--- src/rtl/change_dispenser.sv ---
// -----------------------------------------------------------------------------
// change_dispenser
//
// Coin-payout side of the vending datapath. Takes a change request in nickel
// units and pays it out one coin at a time through a dime/nickel ejector using
// a level request (pay_dime / pay_nickel) and a single-cycle-or-longer
// acknowledge (coin_ack). Dimes are preferred while at least 10 cents remain.
// On-board inventory is tracked and a shortfall is flagged when the request
// cannot be paid in full, either because a tube is empty or because the
// ejector never acknowledged a coin (jam).
//
// Ports:
//   clk, rst         rising-edge clock, asynchronous active-high reset
//   start, amount    request pulse and change owed (nickels), sampled in IDLE
//   load,
//   load_dimes,
//   load_nickels     inventory reload, honoured only in IDLE
//   coin_ack         ejector confirms one coin dropped
//   pay_dime,
//   pay_nickel       eject-one-coin requests, held until ack or timeout
//   busy             high from the cycle after an accepted start through DONE
//   done             one-cycle completion pulse
//   short            last request not fully paid (valid from done onward)
//   paid             nickels paid on the current/last request
//   dime_cnt,
//   nickel_cnt       coins currently in inventory
// -----------------------------------------------------------------------------
module change_dispenser #(
    parameter int AMT_W       = 4,
    parameter int INV_W       = 6,
    parameter int DIME_INIT   = 8,
    parameter int NICKEL_INIT = 8,
    parameter int TIMEOUT     = 16
) (
    input  logic             clk,
    input  logic             rst,
    input  logic             start,
    input  logic [AMT_W-1:0] amount,
    input  logic             load,
    input  logic [INV_W-1:0] load_dimes,
    input  logic [INV_W-1:0] load_nickels,
    input  logic             coin_ack,
    output logic             pay_dime,
    output logic             pay_nickel,
    output logic             busy,
    output logic             done,
    output logic             short,
    output logic [AMT_W-1:0] paid,
    output logic [INV_W-1:0] dime_cnt,
    output logic [INV_W-1:0] nickel_cnt
);

    localparam int TMR_W = (TIMEOUT > 1) ? $clog2(TIMEOUT) : 1;

    typedef enum logic [2:0] {
        IDLE,
        SELECT,
        WAIT_ACK,
        GAP,
        DONE
    } state_t;

    state_t           state,      state_nx;
    logic [AMT_W-1:0] remaining,  remaining_nx;
    logic [TMR_W-1:0] timer,      timer_nx;
    logic             pay_dime_nx, pay_nickel_nx, busy_nx, done_nx, short_nx;
    logic [AMT_W-1:0] paid_nx;
    logic [INV_W-1:0] dime_cnt_nx, nickel_cnt_nx;

    // State and every output live in this one register block, so all outputs
    // are registered and glitch-free toward the ejector.
    // NOTE: sequential state uses non-blocking (<=) so every register samples
    // the pre-edge values; blocking here would create order-dependent races.
    always_ff @(posedge clk or posedge rst) begin
        if (rst) begin
            state      <= IDLE;
            remaining  <= '0;
            timer      <= '0;
            pay_dime   <= 1'b0;
            pay_nickel <= 1'b0;
            busy       <= 1'b0;
            done       <= 1'b0;
            short      <= 1'b0;
            paid       <= '0;
            dime_cnt   <= INV_W'(DIME_INIT);
            nickel_cnt <= INV_W'(NICKEL_INIT);
        end else begin
            state      <= state_nx;
            remaining  <= remaining_nx;
            timer      <= timer_nx;
            pay_dime   <= pay_dime_nx;
            pay_nickel <= pay_nickel_nx;
            busy       <= busy_nx;
            done       <= done_nx;
            short      <= short_nx;
            paid       <= paid_nx;
            dime_cnt   <= dime_cnt_nx;
            nickel_cnt <= nickel_cnt_nx;
        end
    end

    always_comb begin
        // NOTE: every signal gets a hold/default value before the case so no
        // path leaves it unassigned; otherwise a latch would be inferred.
        state_nx      = state;
        remaining_nx  = remaining;
        timer_nx      = timer;
        pay_dime_nx   = pay_dime;
        pay_nickel_nx = pay_nickel;
        busy_nx       = busy;
        done_nx       = 1'b0;
        short_nx      = short;
        paid_nx       = paid;
        dime_cnt_nx   = dime_cnt;
        nickel_cnt_nx = nickel_cnt;

        unique case (state)
            IDLE: begin
                // Reload and start may coincide; the reloaded counts are the
                // ones SELECT sees on the next cycle.
                if (load) begin
                    dime_cnt_nx   = load_dimes;
                    nickel_cnt_nx = load_nickels;
                end
                if (start) begin
                    paid_nx  = '0;
                    short_nx = 1'b0;
                    busy_nx  = 1'b1;
                    if (amount != '0) begin
                        remaining_nx = amount;
                        state_nx     = SELECT;
                    end else begin
                        done_nx  = 1'b1;
                        state_nx = DONE;
                    end
                end
            end

            SELECT: begin
                // Greedy: a dime only when at least two nickels are owed, so
                // remaining can never wrap below zero.
                if (remaining == '0) begin
                    done_nx  = 1'b1;
                    state_nx = DONE;
                end else if (remaining >= AMT_W'(2) && dime_cnt != '0) begin
                    pay_dime_nx = 1'b1;
                    timer_nx    = '0;
                    state_nx    = WAIT_ACK;
                end else if (nickel_cnt != '0) begin
                    pay_nickel_nx = 1'b1;
                    timer_nx      = '0;
                    state_nx      = WAIT_ACK;
                end else begin
                    short_nx = 1'b1;
                    done_nx  = 1'b1;
                    state_nx = DONE;
                end
            end

            WAIT_ACK: begin
                if (coin_ack) begin
                    pay_dime_nx   = 1'b0;
                    pay_nickel_nx = 1'b0;
                    if (pay_dime) begin
                        dime_cnt_nx  = dime_cnt - INV_W'(1);
                        remaining_nx = remaining - AMT_W'(2);
                        paid_nx      = paid + AMT_W'(2);
                    end else begin
                        nickel_cnt_nx = nickel_cnt - INV_W'(1);
                        remaining_nx  = remaining - AMT_W'(1);
                        paid_nx       = paid + AMT_W'(1);
                    end
                    state_nx = GAP;
                end else if (timer == TMR_W'(TIMEOUT - 1)) begin
                    // Jam: the request has been up for TIMEOUT cycles. The
                    // coin is not counted because it never confirmed.
                    pay_dime_nx   = 1'b0;
                    pay_nickel_nx = 1'b0;
                    short_nx      = 1'b1;
                    done_nx       = 1'b1;
                    state_nx      = DONE;
                end else begin
                    timer_nx = timer + TMR_W'(1);
                end
            end

            GAP: begin
                // Wait out a held ack so one long ack counts as one coin.
                if (!coin_ack) begin
                    state_nx = SELECT;
                end
            end

            DONE: begin
                busy_nx  = 1'b0;
                state_nx = IDLE;
            end

            default: state_nx = IDLE;
        endcase
    end

endmodule

--- config.mk ---
export PLATFORM = sky130hd
export DESIGN_NAME = change_dispenser
export DESIGN_NICKNAME = d
export VERILOG_FILES = /design/src/rtl/change_dispenser.sv
export SDC_FILE = /design/constraint.sdc
export NUM_CORES = 1
export LEC_CHECK = 0
export BUFFER_PORTS_ARGS = -buffer_cell sky130_fd_sc_hd__buf_2
export CAP_MARGIN = 20
export CORE_MARGIN = 5
export CORE_UTILIZATION = 25
export CTS_CLUSTER_DIAMETER = 100
export DETAILED_ROUTE_END_ITERATION = 7
export GPL_TIMING_DRIVEN = 0
export PLACE_DENSITY_LB_ADDON = 0.2
export SLEW_MARGIN = 20
export SYNTH_ARGS = -nofsm -noshare
export SYNTH_HDL_FRONTEND = slang
export SYNTH_SLANG_ARGS = --single-unit
--- constraint.sdc ---
create_clock -name clk -period 2.1 [get_ports clk]
set_clock_uncertainty 0.15 [all_clocks]
set_input_delay 0.315 -clock clk [delete_from_list [all_inputs] [get_ports clk]]
set_output_delay 0.315 -clock clk [all_outputs]
set_load 0.05 [all_outputs]
==> out/metrics.yaml <==
run_status:
  status: "complete, but fails checks"
  failed_checks: "negative hold slack"
synthesis:
  yosysTopAreaCell: "dfrtp_1"
  yosysUniqueCellTypes: 55
  synth.cell_area_sq_um: 2090
  synthCells: 237
  yosys-top-cells-area: "dfrtp_1 (36%), ha_1 (6.0%), o21ai_0 (6.0%)"
  syn_nets: 268
  yosysSeqAreaShare_pct: 38.5
  async_reset_ff_share_pct: 100
  netlist.area_leader.share_pct: 35.9
  synth-edff-count: 0
  yosys_most_used_dff: "dfrtp_1"
  ys_ff_latch: 32
  yosys_warnings: 0
  postSynthAreaPerCell_sq_um: 8.81
timing:
  relSlewSlack_pct: 51.8
  setup_violations: 0
  layout_setup_ws_ps: 87.9
  layout_min_cycle_time_ps: 2010
  finalHoldViolCount: 9
  drv_slew: 0
  fmax_mhz: 497
  tightest_slew_ps: 722
  holdWs_ps: -9.11
  fin_crit_sh_pct: 95.8
  tns_ps: 0
clock_tree:
  clock_latency_ps: 290
  cts_made_buffers: 5
  clk_pin_slew_ps: 70
  clockBufferDepth: 2
  cts_root_buf: "clkbuf_8"
  clock_sinks: 32
  tritoncts: "done"
  cts.htree.levels: 2
route:
  drc: 0
  dr.pass1.iters: 4
  drt-initial-drc-count: 68
  routed_wl_mm: 6.11
  wl_per_cell_um: 15.5
  vias: 1945
  ant_nets: 0
  vias_per_cell: 4.95
placement:
  post-place-ws_ps: -84.7
  dpl.cell_count: 382
  io_buffers: 40
  hpwl_mm: 4.42
  globalplace.congestion: 0.815
die:
  rows: 33
  die_w_um: 101
  die_area_sq_um: 10300
  ios: 42
  start_util_pct: 25.5
  die_y_um: 101
  coreArea_sq_um: 8180
setup_path:
  worst_path_max_delay_cell: "dfrtp_1"
  slowest_delay_ps: 440
  crit_type: "reg -> reg"
  critPathCaptureType: "flop"
  start_kind: "flop"
  critPathMaxFanout: 10
  path_common_cell: "buf_2"
  crit_chain: "buf_2 > nor3b_4 > buf_2 > a31oi_1 > o22a_1"
  required_ps: 2130
  arrival_ps: 2040
global_route:
  grt_usage_pct: 12.3
  grt_pass1_wl_mm: 9.88
  overflow: 0
  antenna_found_initial: 0
  grt_pass1_vias: 1969
  grt_max_degree: 33
final_layout:
  fin_cells: 393
  antenna_cells: 0
  drive_gt1_share_pct: 28.8
  nets: 318
  syn_to_final_growth_pct: 23.8
power:
  p_leak_nw: 1.12
  sw_frac_of_total_pct: 53.9
  p_int_mw: 2.12
  comb_power_share_pct: 62.4
  power_density_nw_per_um2: 1780
  p_switching_mw: 2.47
  worst_ir_drop_vdd_mv: 0.625
  power_frac_clock_pct: 10.4
  p_total_mw: 4.59
  power_frac_seq_pct: 27.3
min_path:
  hold_path.class: "in -> async"
run:
  maxCapViolCount: 0
-- cell families (layout without fill, tap and decap cells) --
kind of cell,after synthesis,in the layout,synth area share (%)
simple gates,83,83,22.6
buf+inv,26,77,5.03
fa+ha+maj,10,10,5.99
compound gates,82,82,26.0
mux,4,4,1.92
flops,32,32,38.5
-- state kept, by name, summed over array words and instances, names as in the netlist --
| register | flops |
|---|---|
| pay_nickel | 1 |
| dime_cnt | 6 |
| timer | 4 |
| paid | 4 |
| busy | 1 |
| state | 3 |
| short | 1 |
| nickel_cnt | 6 |
| remaining | 4 |
| done | 1 |
| pay_dime | 1 |
-- per-stage QoR --
| step | hold slack (ps) | instance area, sq um | util (%) |
|---|---|---|---|
| final | -9.11 | 2590 | 31.6 |
| after global routing | 60.7 | 2590 | 31.6 |
| after detailed placement | 330 | 2420 | 29.6 |
| after CTS | 23.2 | 2530 | 31.0 |
| after floorplan | 280 | 2090 | - |
| after global placement | 348 | 2420 | 29.6 |
-- critical path, delay by kind of cell, from the launching register on --
kind / cells / cell delay (ps)
DFF: 1 / 440
buffers and inverters: 2 / 570
AOI/OAI and AO/OA: 2 / 320
and+or+nand+nor: 1 / 430
-- timing repair --
| action | in CTS | in global routing |
|---|---|---|
| buffers inserted | 1 | 2 |
| hold buffers | 0 | 0 |
| endpoints found under the setup margin | 12 | 17 |
| resized for setup | 4 | 11 |
| pin swaps | 1 | 4 |
-- routing by layer --
layer | track usage (%) | share of wire (%)
met1 | 15.7 | 45
met2 | 20.8 | 49
met3 | 2.41 | 4.4
met4 | 3.99 | 1.5
met5 | 0 | 0
-- final cells by class --
type	count	area, sq um
fillers	911	5590
multi-input cells	179	1230
flip-flops and latches	32	807
repair buffers	43	226
well taps	105	131
clock buffers	7	76.3
plain buffers	13	57.6
inverters	13	48.8
clock inverters	1	5.00
-- Yosys cell counts, types with 2 or more instances --
cell	n
dfrtp_1	30
o21ai_0	25
nor2_1	23
a21oi_1	17
inv_1	13
nand2_1	13
ha_1	10
nand3_1	9
clkbuf_1	7
o21ai_1	7
buf_2	6
nand2b_1	5
nor3_1	5
mux2i_1	4
nor2b_1	4
o22a_1	4
a31oi_1	3
nand4_1	3
o21a_1	3
a211oi_1	2
a22oi_1	2
a32oi_1	2
dfstp_2	2
nor3b_1	2
nor4_1	2
o211ai_1	2
o2bb2ai_1	2
or3_1	2
or4_4	2
-- power groups by stage --
stage	logic [mW]	clock network, mW	registers, mW
2_1_floorplan	1.47	0	1.80
3_3_place_gp	2.72	0	1.24
3_5_place_dp	2.73	0	1.25
4_1_cts	2.79	0.494	1.24
5_1_grt	3.16	0.518	1.30
6_report	2.86	0.476	1.25
-- final timing paths --
| check | end | cells after the start | slack (ps) | from |
|---|---|---|---|---|
| hold reg to reg | pay_nickel | 1 | 350 | pay_nickel |
| max in group asynchronous | state[0] | 2 | 1300 | rst |
| setup reg to reg | nickel_cnt[5] | 5 | 90 | state[1] |
| hold / removal | nickel_cnt[1] | 2 | -9 | rst |
| setup / recovery | nickel_cnt[5] | 5 | 90 | state[1] |
| min in group clk | dime_cnt[2] | 3 | 140 | load_dimes[2] |
-- placed cells by master (no fill, tap or decap), types with 3 or more instances in the layout --
master / netlist / routed
nand2_1: 13 / 13
nand3_1: 9 / 9
nor2b_1: 4 / 4
ha_1: 10 / 9
a21oi_1: 17 / 17
dfrtp_1: 30 / 27
nor3_1: 5 / 5
clkbuf_1: 7 / 8
nand4_1: 3 / 3
dfrtp_2: 0 / 3
clkbuf_8: 0 / 5
nor2_1: 23 / 23
inv_2: 0 / 4
mux2i_1: 4 / 4
o21ai_1: 7 / 7
inv_1: 13 / 9
o21ai_0: 25 / 25
o22a_1: 4 / 4
nand2b_1: 5 / 5
a31oi_1: 3 / 3
o21a_1: 3 / 3
buf_2: 6 / 46
Note: power is estimated with default switching activity, not from simulation.
